===== src/rtl/decodificador_secded_if.sv =====
// Handshake and status bundle for the SECDED decoder: codeword in, corrected word,
// syndrome, error class and error counters out.
interface decodificador_secded_if #(
    parameter int K     = 4,
    parameter int CNT_W = 16
);
    function automatic int calc_r(input int k);
        int r;
        r = 1;
        for (int i = 0; i < 7; i++)
            if ((1 << r) < k + r + 1) r = r + 1;
        return r;
    endfunction

    localparam int R = calc_r(K);
    localparam int N = K + R + 1;

    logic             in_valid;
    logic             in_ready;
    logic [N-1:0]     in_code;
    logic             out_valid;
    logic             out_ready;
    logic [K-1:0]     out_data;
    logic [R:0]       out_sindrome;
    logic [1:0]       out_estado;
    logic             clr_cnt;
    logic [CNT_W-1:0] cnt_corr;
    logic [CNT_W-1:0] cnt_unc;

    modport master (
        output in_valid, in_code, out_ready, clr_cnt,
        input  in_ready, out_valid, out_data, out_sindrome, out_estado, cnt_corr, cnt_unc
    );

    modport slave (
        input  in_valid, in_code, out_ready, clr_cnt,
        output in_ready, out_valid, out_data, out_sindrome, out_estado, cnt_corr, cnt_unc
    );
endinterface


===== src/rtl/decodificador_secded.sv =====
// Two-stage pipelined SECDED (extended Hamming) decoder with valid/ready flow control.
// Error counters are built only when SECDED_CONTADORES_EN is defined; otherwise they read 0.
module decodificador_secded #(
    parameter int K     = 4,
    parameter int CNT_W = 16
) (
    input logic                   clk,
    input logic                   rst,
    decodificador_secded_if.slave bus
);
    function automatic int calc_r(input int k);
        int r;
        r = 1;
        for (int i = 0; i < 7; i++)
            if ((1 << r) < k + r + 1) r = r + 1;
        return r;
    endfunction

    localparam int R = calc_r(K);
    localparam int N = K + R + 1;

    function automatic logic [CNT_W-1:0] sat_inc(input logic [CNT_W-1:0] c);
        return (c == {CNT_W{1'b1}}) ? c : c + 1'b1;
    endfunction

    logic         take_p2;
    logic         acc;
    logic         xfer;
    logic         vld_p1;
    logic [N-1:0] code_p1;
    logic [R-1:0] sind_c;
    logic         par_c;
    logic [N-1:0] fix_c;
    logic [K-1:0] data_c;
    logic [1:0]   estado_c;
    logic         vld_p2;
    logic [K-1:0] data_p2;
    logic [R:0]   sind_p2;
    logic [1:0]   estado_p2;

    assign take_p2      = !vld_p2 || bus.out_ready;
    assign bus.in_ready = !vld_p1 || take_p2;
    assign acc          = bus.in_valid && bus.in_ready;
    assign xfer         = vld_p2 && bus.out_ready;

    // Stage 1: received codeword
    always_ff @(posedge clk or posedge rst) begin
        if (rst)               vld_p1 <= 1'b0;
        else if (bus.in_ready) vld_p1 <= bus.in_valid;
    end

    always_ff @(posedge clk) begin
        if (acc) code_p1 <= bus.in_code;
    end

    always_comb begin
        sind_c = '0;
        par_c  = ^code_p1;
        for (int p = 1; p < N; p++)
            for (int j = 0; j < R; j++)
                if (((p >> j) & 1) == 1) sind_c[j] = sind_c[j] ^ code_p1[p-1];

        if (sind_c == '0)                           estado_c = par_c ? 2'b10 : 2'b00;
        else if (par_c && (int'(sind_c) <= K + R)) estado_c = 2'b01;
        else                                        estado_c = 2'b11;

        fix_c = code_p1;
        for (int p = 1; p < N; p++)
            if (estado_c == 2'b01 && int'(sind_c) == p) fix_c[p-1] = !code_p1[p-1];

        // Data bits are shifted in from the top so the lowest position lands in bit 0
        data_c = '0;
        for (int p = 1; p < N; p++)
            if ((p & (p - 1)) != 0) data_c = (data_c >> 1) | (K'(fix_c[p-1]) << (K - 1));
    end

    // Stage 2: decoded result
    always_ff @(posedge clk or posedge rst) begin
        if (rst) begin
            vld_p2    <= 1'b0;
            data_p2   <= '0;
            sind_p2   <= '0;
            estado_p2 <= 2'b00;
        end else if (take_p2) begin
            vld_p2 <= vld_p1;
            if (vld_p1) begin
                data_p2   <= data_c;
                sind_p2   <= {par_c, sind_c};
                estado_p2 <= estado_c;
            end
        end
    end

    assign bus.out_valid    = vld_p2;
    assign bus.out_data     = data_p2;
    assign bus.out_sindrome = sind_p2;
    assign bus.out_estado   = estado_p2;

`ifdef SECDED_CONTADORES_EN
    logic [CNT_W-1:0] cnt_corr_q;
    logic [CNT_W-1:0] cnt_unc_q;

    // Clear takes priority over a same-cycle increment
    always_ff @(posedge clk or posedge rst) begin
        if (rst) begin
            cnt_corr_q <= '0;
            cnt_unc_q  <= '0;
        end else if (bus.clr_cnt) begin
            cnt_corr_q <= '0;
            cnt_unc_q  <= '0;
        end else if (xfer) begin
            if (estado_p2 == 2'b01 || estado_p2 == 2'b10) cnt_corr_q <= sat_inc(cnt_corr_q);
            else if (estado_p2 == 2'b11)                  cnt_unc_q  <= sat_inc(cnt_unc_q);
        end
    end

    assign bus.cnt_corr = cnt_corr_q;
    assign bus.cnt_unc  = cnt_unc_q;
`else
    assign bus.cnt_corr = '0;
    assign bus.cnt_unc  = '0;
`endif
endmodule


===== src/flat_wrapper.sv =====
// flat-port wrapper written by rule: the top's interface ports become plain ports
module decodificador_secded_flat 
#(
    parameter int K     = 4,
    parameter int CNT_W = 16
)
  (clk, rst, bus_in_valid, bus_in_code, bus_out_ready, bus_clr_cnt, bus_in_ready, bus_out_valid, bus_out_data, bus_out_sindrome, bus_out_estado, bus_cnt_corr, bus_cnt_unc);
  decodificador_secded_if #(.K(K), .CNT_W(CNT_W)) bus_i ();
  input logic clk;
  input logic rst;
  input wire logic [$bits(bus_i.in_valid)-1:0] bus_in_valid;
  input wire logic [$bits(bus_i.in_code)-1:0] bus_in_code;
  input wire logic [$bits(bus_i.out_ready)-1:0] bus_out_ready;
  input wire logic [$bits(bus_i.clr_cnt)-1:0] bus_clr_cnt;
  output wire logic [$bits(bus_i.in_ready)-1:0] bus_in_ready;
  output wire logic [$bits(bus_i.out_valid)-1:0] bus_out_valid;
  output wire logic [$bits(bus_i.out_data)-1:0] bus_out_data;
  output wire logic [$bits(bus_i.out_sindrome)-1:0] bus_out_sindrome;
  output wire logic [$bits(bus_i.out_estado)-1:0] bus_out_estado;
  output wire logic [$bits(bus_i.cnt_corr)-1:0] bus_cnt_corr;
  output wire logic [$bits(bus_i.cnt_unc)-1:0] bus_cnt_unc;
  assign bus_i.in_valid = bus_in_valid;
  assign bus_i.in_code = bus_in_code;
  assign bus_i.out_ready = bus_out_ready;
  assign bus_i.clr_cnt = bus_clr_cnt;
  assign bus_in_ready = bus_i.in_ready;
  assign bus_out_valid = bus_i.out_valid;
  assign bus_out_data = bus_i.out_data;
  assign bus_out_sindrome = bus_i.out_sindrome;
  assign bus_out_estado = bus_i.out_estado;
  assign bus_cnt_corr = bus_i.cnt_corr;
  assign bus_cnt_unc = bus_i.cnt_unc;
  decodificador_secded #(.K(K), .CNT_W(CNT_W)) u_core (.clk(clk), .rst(rst), .bus(bus_i));
endmodule

===== config.mk =====
export PLATFORM = sky130hd
export DESIGN_NAME = decodificador_secded_flat
export DESIGN_NICKNAME = d
export VERILOG_FILES = /design/src/rtl/decodificador_secded_if.sv /design/src/rtl/decodificador_secded.sv /design/src/flat_wrapper.sv
export SDC_FILE = /design/constraint.sdc
export NUM_CORES = 1
export LEC_CHECK = 0
export ABC_AREA = 1
export CAP_MARGIN = 30
export CORE_MARGIN = 1.5
export CORE_UTILIZATION = 40
export DETAILED_ROUTE_END_ITERATION = 10
export GPL_TIMING_DRIVEN = 0
export PLACE_DENSITY = 0.76
export SYNTH_ARGS = -nofsm -noshare
export SYNTH_HDL_FRONTEND = slang
export SYNTH_SLANG_ARGS = --single-unit
export TNS_END_PERCENT = 1

===== constraint.sdc =====
create_clock -name clk -period 3 [get_ports clk]
set_input_delay 0.3 -clock clk [delete_from_list [all_inputs] [get_ports clk]]
set_output_delay 0.3 -clock clk [all_outputs]
set_load 0.01 [all_outputs]

==> run summary, run 1 <==
- post-CTS setup buffer count: 0
- number of nets still failing antenna checks after routing: 0
- worst supply voltage drop on vdd: 336.5 uV
- critical path, cell by cell: inv_2 > nand2_1 > nand2_2 > nor2_1 > nor2_2 > nand3_1 > ha_1 > inv_1 > nor2_8 > nand3_1 > nand2_1 > nand3_1 > nand2_1
- Worst EP arrival: 2160 ps
- highest net fanout along the worst path: 6
- f_max: 514.5 MHz
- Critical-path top delay cell: sky130_fd_sc_hd__edfxtp_1
- count of H-tree levels built during CTS: 1
- final sum of negative setup slack: 0 ps
- count of TritonRoute iterations in the first routing pass: 4
- data required time at the worst endpoint: 3210 ps
- number of library cell types mapped by synthesis: 22
- commonest non-fill, non-tap cell in the layout: sky130_fd_sc_hd__nand2_1
- total of flip-flops plus latches after synthesis: 20
- first-pass GRT wire length: 3505 um
- run status: completed
- Cell Count Post-Placement: 269
- vias in the first global route: 890
- leakage component of the power: 0.0009769 uW
- cts hold-fix bufs: 0
- area added between synthesis and finish: 32.29%
- ratio of cells with drive above 1 in the final layout: 23.58%
- switching share of total power: 33.82%
- average routed wire per standard cell: 8.187 um
- total length of routed wires: 2235 um
- yosys warns: 0
- post-detailed-route via-to-cell ratio: 3.916
- P_sw: 316.0 uW
- Setup Viol. Count Final: 0
- Final Max Tran Viols: 0
- ratio of final minimum period to clock period: 64.78%
- total die area: 3749 um2
- master cell of the clock root buffer: sky130_fd_sc_hd__clkbuf_4
- sequential power share: 40.8%
- violation count after the first detailed-routing iteration: 10
- average size of a mapped cell: 7.932 um2
- number of CTS-inserted buffers: 3
- TritonCTS clock tree: done
- type of the setup path with the least slack: reg -> reg
- Setup crit end kind: flop
- total of max-cap violations: 0
- unrepaired setup endpoints after global routing: no
- cell count after synthesis: 171
- CORE AREA: 3128 um2
- clock tree skew after final layout: 11.23 ps
- Logic pwr share: 42.3%
- clock insertion delay at the later pin of the skew report: 310 ps
- all-layer global routing usage: 12.76%
- cells on worst reg2reg path: 13
- overall die height: 61.23 um
- Worst Setup Start Kind: flop
- clock network fraction of design power: 17.0%
- hpwl dp: 1833 um
- CTS sink count: 20
- commonest cells after routing, fill and taps aside: sky130_fd_sc_hd__nand2_1 (58), sky130_fd_sc_hd__buf_4 (33), sky130_fd_sc_hd__conb_1 (32), sky130_fd_sc_hd__clkdlybuf4s50_1 (23), sky130_fd_sc_hd__inv_1 (13)
- Remaining DRCs: 0
- netlist area before placement: 1356 um2
- cell row count: 20
- Post-layout nets: 244
- number of I/O pins: 57
- Die Span X: 61.23 um
- buffers from clock root to sink, at most: 2
- number of buffers inserted by port buffering: 23
- non-filler instance count after layout: 273
- post-synthesis sequential area ratio: 39.85%
- clock-pin slew reported for the worst setup and hold paths after clock tree synthesis: 120 ps
- CP max stage delay: 510 ps
- total inserted antenna cells: 0
- final critical delay including setup and external delays: 1943 ps
- total vias in the final route: 1069
- pin count of the biggest net entering global routing: 13
- internal portion of total power: 618.3 uW
- number of gates resized after CTS: 0
- GP Congestion: 0.8954
- pwr dens: 520.7 nW/um2
- antenna violations before repair: 0
- number of endpoints with negative hold slack in the final report: 0
- class of the tightest hold or removal check: in -> async
- Initial Util: 43.36%
- gr ovfl total: 0
sequential cells by signal, summed over array words and instances, names as in the netlist:
| name | count |
|---|---|
| u_core.bus.out_data | 4 |
| u_core.bus.out_estado | 2 |
| u_core.bus.out_sindrome | 4 |
| u_core.bus.out_valid | 1 |
| u_core.code_p1 | 8 |
| u_core.vld_p1 | 1 |
synth_stat cells:
master / count / area share [%]
sky130_fd_sc_hd__o21ai_0: 3 / 1.1
sky130_fd_sc_hd__and2_1: 1 / 0.46
sky130_fd_sc_hd__ha_1: 1 / 0.92
sky130_fd_sc_hd__dfrtp_1: 12 / 22
sky130_fd_sc_hd__conb_1: 1 / 0.28
sky130_fd_sc_hd__buf_4: 33 / 18
sky130_fd_sc_hd__nor2_1: 3 / 0.83
sky130_fd_sc_hd__xnor2_1: 4 / 2.6
sky130_fd_sc_hd__nand2_1: 58 / 16
sky130_fd_sc_hd__buf_6: 1 / 0.83
sky130_fd_sc_hd__nand2_4: 1 / 0.83
sky130_fd_sc_hd__nor2_8: 1 / 1.5
sky130_fd_sc_hd__nand4_1: 3 / 1.4
sky130_fd_sc_hd__edfxtp_1: 8 / 18
sky130_fd_sc_hd__nor2_2: 2 / 0.92
sky130_fd_sc_hd__nand3_1: 10 / 3.7
sky130_fd_sc_hd__inv_1: 13 / 3.6
sky130_fd_sc_hd__o21ai_1: 1 / 0.37
sky130_fd_sc_hd__nand2_2: 9 / 4.2
sky130_fd_sc_hd__clkinv_1: 1 / 0.28
sky130_fd_sc_hd__xor2_1: 2 / 1.3
sky130_fd_sc_hd__inv_2: 3 / 0.83
cell families (layout without fill, tap and decap cells):
| logic type | Yosys count | in the layout | share of synthesized area (%) |
|---|---|---|---|
| other | 1 | 32 | 0.2765 |
| and+or+nand+nor | 88 | 88 | 29.80 |
| buffers and inverters | 51 | 78 | 23.80 |
| xor gates and xnor gates | 6 | 6 | 3.875 |
| AOI/OAI and AO/OA | 4 | 4 | 1.475 |
| adders and majority gates | 1 | 1 | 0.9224 |
| DFF | 20 | 20 | 39.85 |
worst paths after layout:
check	start	endpoint	slack, ps
worst max-delay path	u_core.code_p1[6]	u_core.bus.out_data[3]	1060
worst min-delay path	rst	u_core.bus.out_sindrome[3]	280
worst max register to register	u_core.code_p1[6]	u_core.bus.out_data[3]	1060
worst min register to register	u_core.bus.out_estado[1]	u_core.bus.out_estado[1]	500
max in group asynchronous	rst	u_core.bus.out_data[0]	2400
min in group clk	u_core.bus.out_estado[1]	u_core.bus.out_estado[1]	500
per-stage QoR:
stage | setup WS (ps) | instance area, um2 | util (%) | hold slack, ps | power (uW)
after floorplan | 1270 | 1473 | - | 164.7 | 631.6
after global placement | 1115 | 1758 | 56.20 | 465.3 | 774.1
after detailed placement | 1059 | 1758 | 56.20 | 470.1 | 783.8
after CTS | 1040 | 1794 | 57.36 | 305.4 | 946.0
after global routing | 856.0 | 1794 | 57.36 | 325.5 | 1010
final | 1057 | 1794 | 57.36 | 282.0 | 934.3
power groups by stage:
stage	combinational, uW	clock (uW)	sequential [uW]
finish	395	159	381
global route	443	178	389
CTS	399	166	381
detailed placement	396	0	387
global placement	389	0	385
floorplan	223	0	408
final cells by class:
class                      instances  area [um2]
sequential                        20       540.5
multi-input combinational        131       609.3
timing repair buffer              23       230.2
clock buffer                       4       36.28
buffer                            34       259.0
inverter                          17       63.81
fill                             298        1334
tap                               44       55.05
critical path: cells and delay by family, from the launching register on:
kind | cells | cell delay, ps
fa+ha+maj | 1 | 230
buf+inv | 2 | 280
simple gates | 10 | 820
flops | 1 | 510
layer usage:
metal | share of wire [%] | GRT usage, %
met1 | 44 | 14.21
met2 | 47 | 22.95
met3 | 7.7 | 3.571
met4 | 1.4 | 4.969
met5 | 0 | 0
(Power assumes the default switching activity.)
==> run 2: changes to the inputs <==
==> constraint.sdc (replaced) <==
create_clock -name clk -period 1.79 [get_ports clk]
set_input_delay 0.179 -clock clk [delete_from_list [all_inputs] [get_ports clk]]
set_output_delay 0.179 -clock clk [all_outputs]
set_load 0.01 [all_outputs]
==> run 2 against run 1 <==
  * The flow now finishes with violations (negative setup slack)
  * Critical path depth up 1
  * Hold slack worse by 120 ps
  * Fmax up 5.4%
  * Sequential share of layout area down 2.9 points
  * Non-clock buffer count up 16
  * Register-to-register slack worse by 1100 ps
  * Combinational power up 100%
  * Global-route usage up 1.1 points
  * Largest cell class unchanged
==> run summary, run 2 (synthesis results as in run 1) <==
- TritonCTS clock tree: done, unchanged
- total length of routed wires: 2511 um, was 2235 um
- number of buffers inserted by port buffering: 23, unchanged
- Final Max Tran Viols: 0, unchanged
- total inserted antenna cells: 0, unchanged
- Die Span X: 61.23 um, unchanged
- Top Usage Layer GRT: met2, unchanged
- number of I/O pins: 57, unchanged
- gr ovfl total: 0, unchanged
- Worst EP arrival: 2050 ps, was 2160 ps
- P_sw: 580.5 uW, was 316.0 uW
- data required time at the worst endpoint: 2000 ps, was 3210 ps
- sequential power share: 37.2%, was 40.8%
- pin count of the biggest net entering global routing: 13, unchanged
- number of CTS-inserted buffers: 3, unchanged
- Largest register FFs: 8, unchanged
- antenna violations before repair: 0, unchanged
- overall die height: 61.23 um, unchanged
- GR Util met2: 25.68%, was 22.95%
- leakage component of the power: 0.001073 uW, was 0.0009769 uW
- crit path setup slack, layout: -53.81 ps, was 1057 ps
- worst supply voltage drop on vdd: 593.4 uV, was 336.5 uV
- buffers from clock root to sink, at most: 2, unchanged
- pwr dens: 859.8 nW/um2, was 520.7 nW/um2
- final critical delay including setup and external delays: 1844 ps, was 1943 ps
- violation count after the first detailed-routing iteration: 15, was 10
- highest net fanout along the worst path: 6, unchanged
- Final Util: 63.56%, was 57.36%
- f_max: 542.4 MHz, was 514.5 MHz
- clock insertion delay at the later pin of the skew report: 310 ps, about the same
- first-pass GRT wire length: 3815 um, was 3505 um
- Setup crit end kind: flop, unchanged
- hpwl dp: 1833 um, unchanged
- number of endpoints with negative hold slack in the final report: 0, unchanged
- CORE AREA: 3128 um2, unchanged
- GP Congestion: 0.8954, unchanged
- all-layer global routing usage: 13.88%, was 12.76%
- run status: finished with violations, was completed
- failing checks: negative setup slack
- total die area: 3749 um2, unchanged
- Worst Setup Start Kind: flop, unchanged
- ratio of final minimum period to clock period: 103.0%, was 64.78%
- CTS sink count: 20, unchanged
- clock tree skew after final layout: 7.959 ps, was 11.23 ps
- area added between synthesis and finish: 46.59%, was 32.29%
- ratio of cells with drive above 1 in the final layout: 33.47%, was 23.58%
- vias in the first global route: 960, was 890
- Setup WS pre-CTS: -150.9 ps, was 1059 ps
- Post-layout nets: 260, was 244
- total of max-cap violations: 0, unchanged
- number of nets still failing antenna checks after routing: 0, unchanged
- count of TritonRoute iterations in the first routing pass: 4, unchanged
- cell row count: 20, unchanged
- Worst Hold Margin: 162.7 ps, was 282.0 ps
- post-detailed-route via-to-cell ratio: 4.042, was 3.916
- unrepaired setup endpoints after global routing: yes, was no
- type of the setup path with the least slack: reg -> reg, unchanged
- clock-pin slew reported for the worst setup and hold paths after clock tree synthesis: 110 ps, was 120 ps
- total vias in the final route: 1168, was 1069
- average routed wire per standard cell: 8.689 um, was 8.187 um
- Logic pwr share: 47.3%, was 42.3%
- Initial Util: 43.36%, unchanged
- Setup Viol. Count Final: 3, was 0
- commonest non-fill, non-tap cell in the layout: sky130_fd_sc_hd__nand2_1, unchanged
- clock network fraction of design power: 15.5%, was 17.0%
- class of the tightest hold or removal check: in -> async, unchanged
- largest register by flop count: u_core.code_p1, unchanged
- GR Layer Usage met1: 15.59%, was 14.21%
- internal portion of total power: 1129 uW, was 618.3 uW
- switching share of total power: 33.96%, was 33.82%
- count of H-tree levels built during CTS: 1, unchanged
- global-route track usage on met3: 3.151%, was 3.571%
- master cell of the clock root buffer: sky130_fd_sc_hd__clkbuf_4, unchanged
- Remaining DRCs: 0, unchanged
- commonest cells after routing, fill and taps aside: sky130_fd_sc_hd__nand2_1 (56), sky130_fd_sc_hd__buf_4 (48), sky130_fd_sc_hd__conb_1 (32), sky130_fd_sc_hd__clkdlybuf4s50_1 (23), was sky130_fd_sc_hd__nand2_1 (58), sky130_fd_sc_hd__buf_4 (33), sky130_fd_sc_hd__conb_1 (32), sky130_fd_sc_hd__clkdlybuf4s50_1 (23), sky130_fd_sc_hd__inv_1 (13)
run 2: cell count changes in the layout (fill, tap and decap cells not counted), sizes merged:
cell / change
buf: +16
run 2: final timing paths:
kind	slack, ps	end	startpoint	cells past startpoint
min in group clk	420	u_core.code_p1[5]	bus_in_code[5]	1
min	160	u_core.bus.out_data[2]	rst	2
max in group asynchronous	1310	u_core.bus.out_data[0]	rst	2
max	-50	u_core.bus.out_data[0]	u_core.code_p1[5]	14
max reg2reg	-50	u_core.bus.out_data[0]	u_core.code_p1[5]	14
min reg2reg	490	u_core.bus.out_data[0]	u_core.bus.out_data[0]	2
run 2: repair_timing:
action                     4_1_cts  5_1_grt
setup buffers                   12        4
gates resized for setup         11        5
setup endpoints to repair        4        5
hold buffers                     0        0
pin swaps                        9        7
run 2: power by group through the flow:
stage / Sequential (uW) / Combinational (uW) / Clock [uW]
after global routing: 649 / 893 / 299
after detailed placement: 649 / 664 / 0
after global placement: 646 / 651 / 0
final: 635 / 809 / 266
after CTS: 637 / 762 / 278
after floorplan: 684 / 375 / 0
run 2: area by class of cell:
| type | instances | area [um2] |
|---|---|---|
| fillers | 270 | 1140 |
| multi-input cells | 131 | 676.9 |
| flip-flops and latches | 20 | 540.5 |
| repair buffers | 39 | 350.3 |
| plain buffers | 34 | 262.8 |
| inverters | 17 | 66.31 |
| well taps | 44 | 55.05 |
| clock buffers | 4 | 36.28 |
run 2: per-stage QoR:
step	TNS [ps]	cell area (um2)	power (uW)	instances
final	-136.6	1988	1709	289
after global routing	-711.7	1988	1841	289
after CTS	-66.85	1936	1677	285
after detailed placement	-423.6	1758	1314	269
after global placement	-279.5	1758	1297	269
after floorplan	0	1473	1059	202
run 2: critical path, cell delays in order, from the launching register on:
cell and delay [ps]:
sky130_fd_sc_hd__edfxtp_1 470, sky130_fd_sc_hd__buf_4 180, sky130_fd_sc_hd__inv_2 70, sky130_fd_sc_hd__nand2_1 70
sky130_fd_sc_hd__nand2_2 90, sky130_fd_sc_hd__nand2_2 70, sky130_fd_sc_hd__inv_1 90, sky130_fd_sc_hd__nor2_4 50
sky130_fd_sc_hd__nand3_2 90, sky130_fd_sc_hd__ha_4 160, sky130_fd_sc_hd__inv_4 40, sky130_fd_sc_hd__nor2_8 140
sky130_fd_sc_hd__nand4_1 110, sky130_fd_sc_hd__nand3_2 70, sky130_fd_sc_hd__nand2_1 50
run 2: routing by layer:
layer  wire length (um)  share of wire [%]  vias to the layer above
li1                   -                  -                      607
met1               1021                 41                      502
met2               1258                 50                       54
met3                195                7.8                        5
met4                 35                1.4                        0
met5                  0                  0                        -
==> run 3: changes to the inputs <==
--- a/config.mk
+++ b/config.mk
@@ -12,6 +12,7 @@
 export DETAILED_ROUTE_END_ITERATION = 10
 export GPL_TIMING_DRIVEN = 0
 export PLACE_DENSITY = 0.76
+export SETUP_SLACK_MARGIN = 0.02
 export SYNTH_ARGS = -nofsm -noshare
 export SYNTH_HDL_FRONTEND = slang
 export SYNTH_SLANG_ARGS = --single-unit
==> results of run 3 <==
Same layout as run 2: the final DEF is identical, and so are final timing and power.
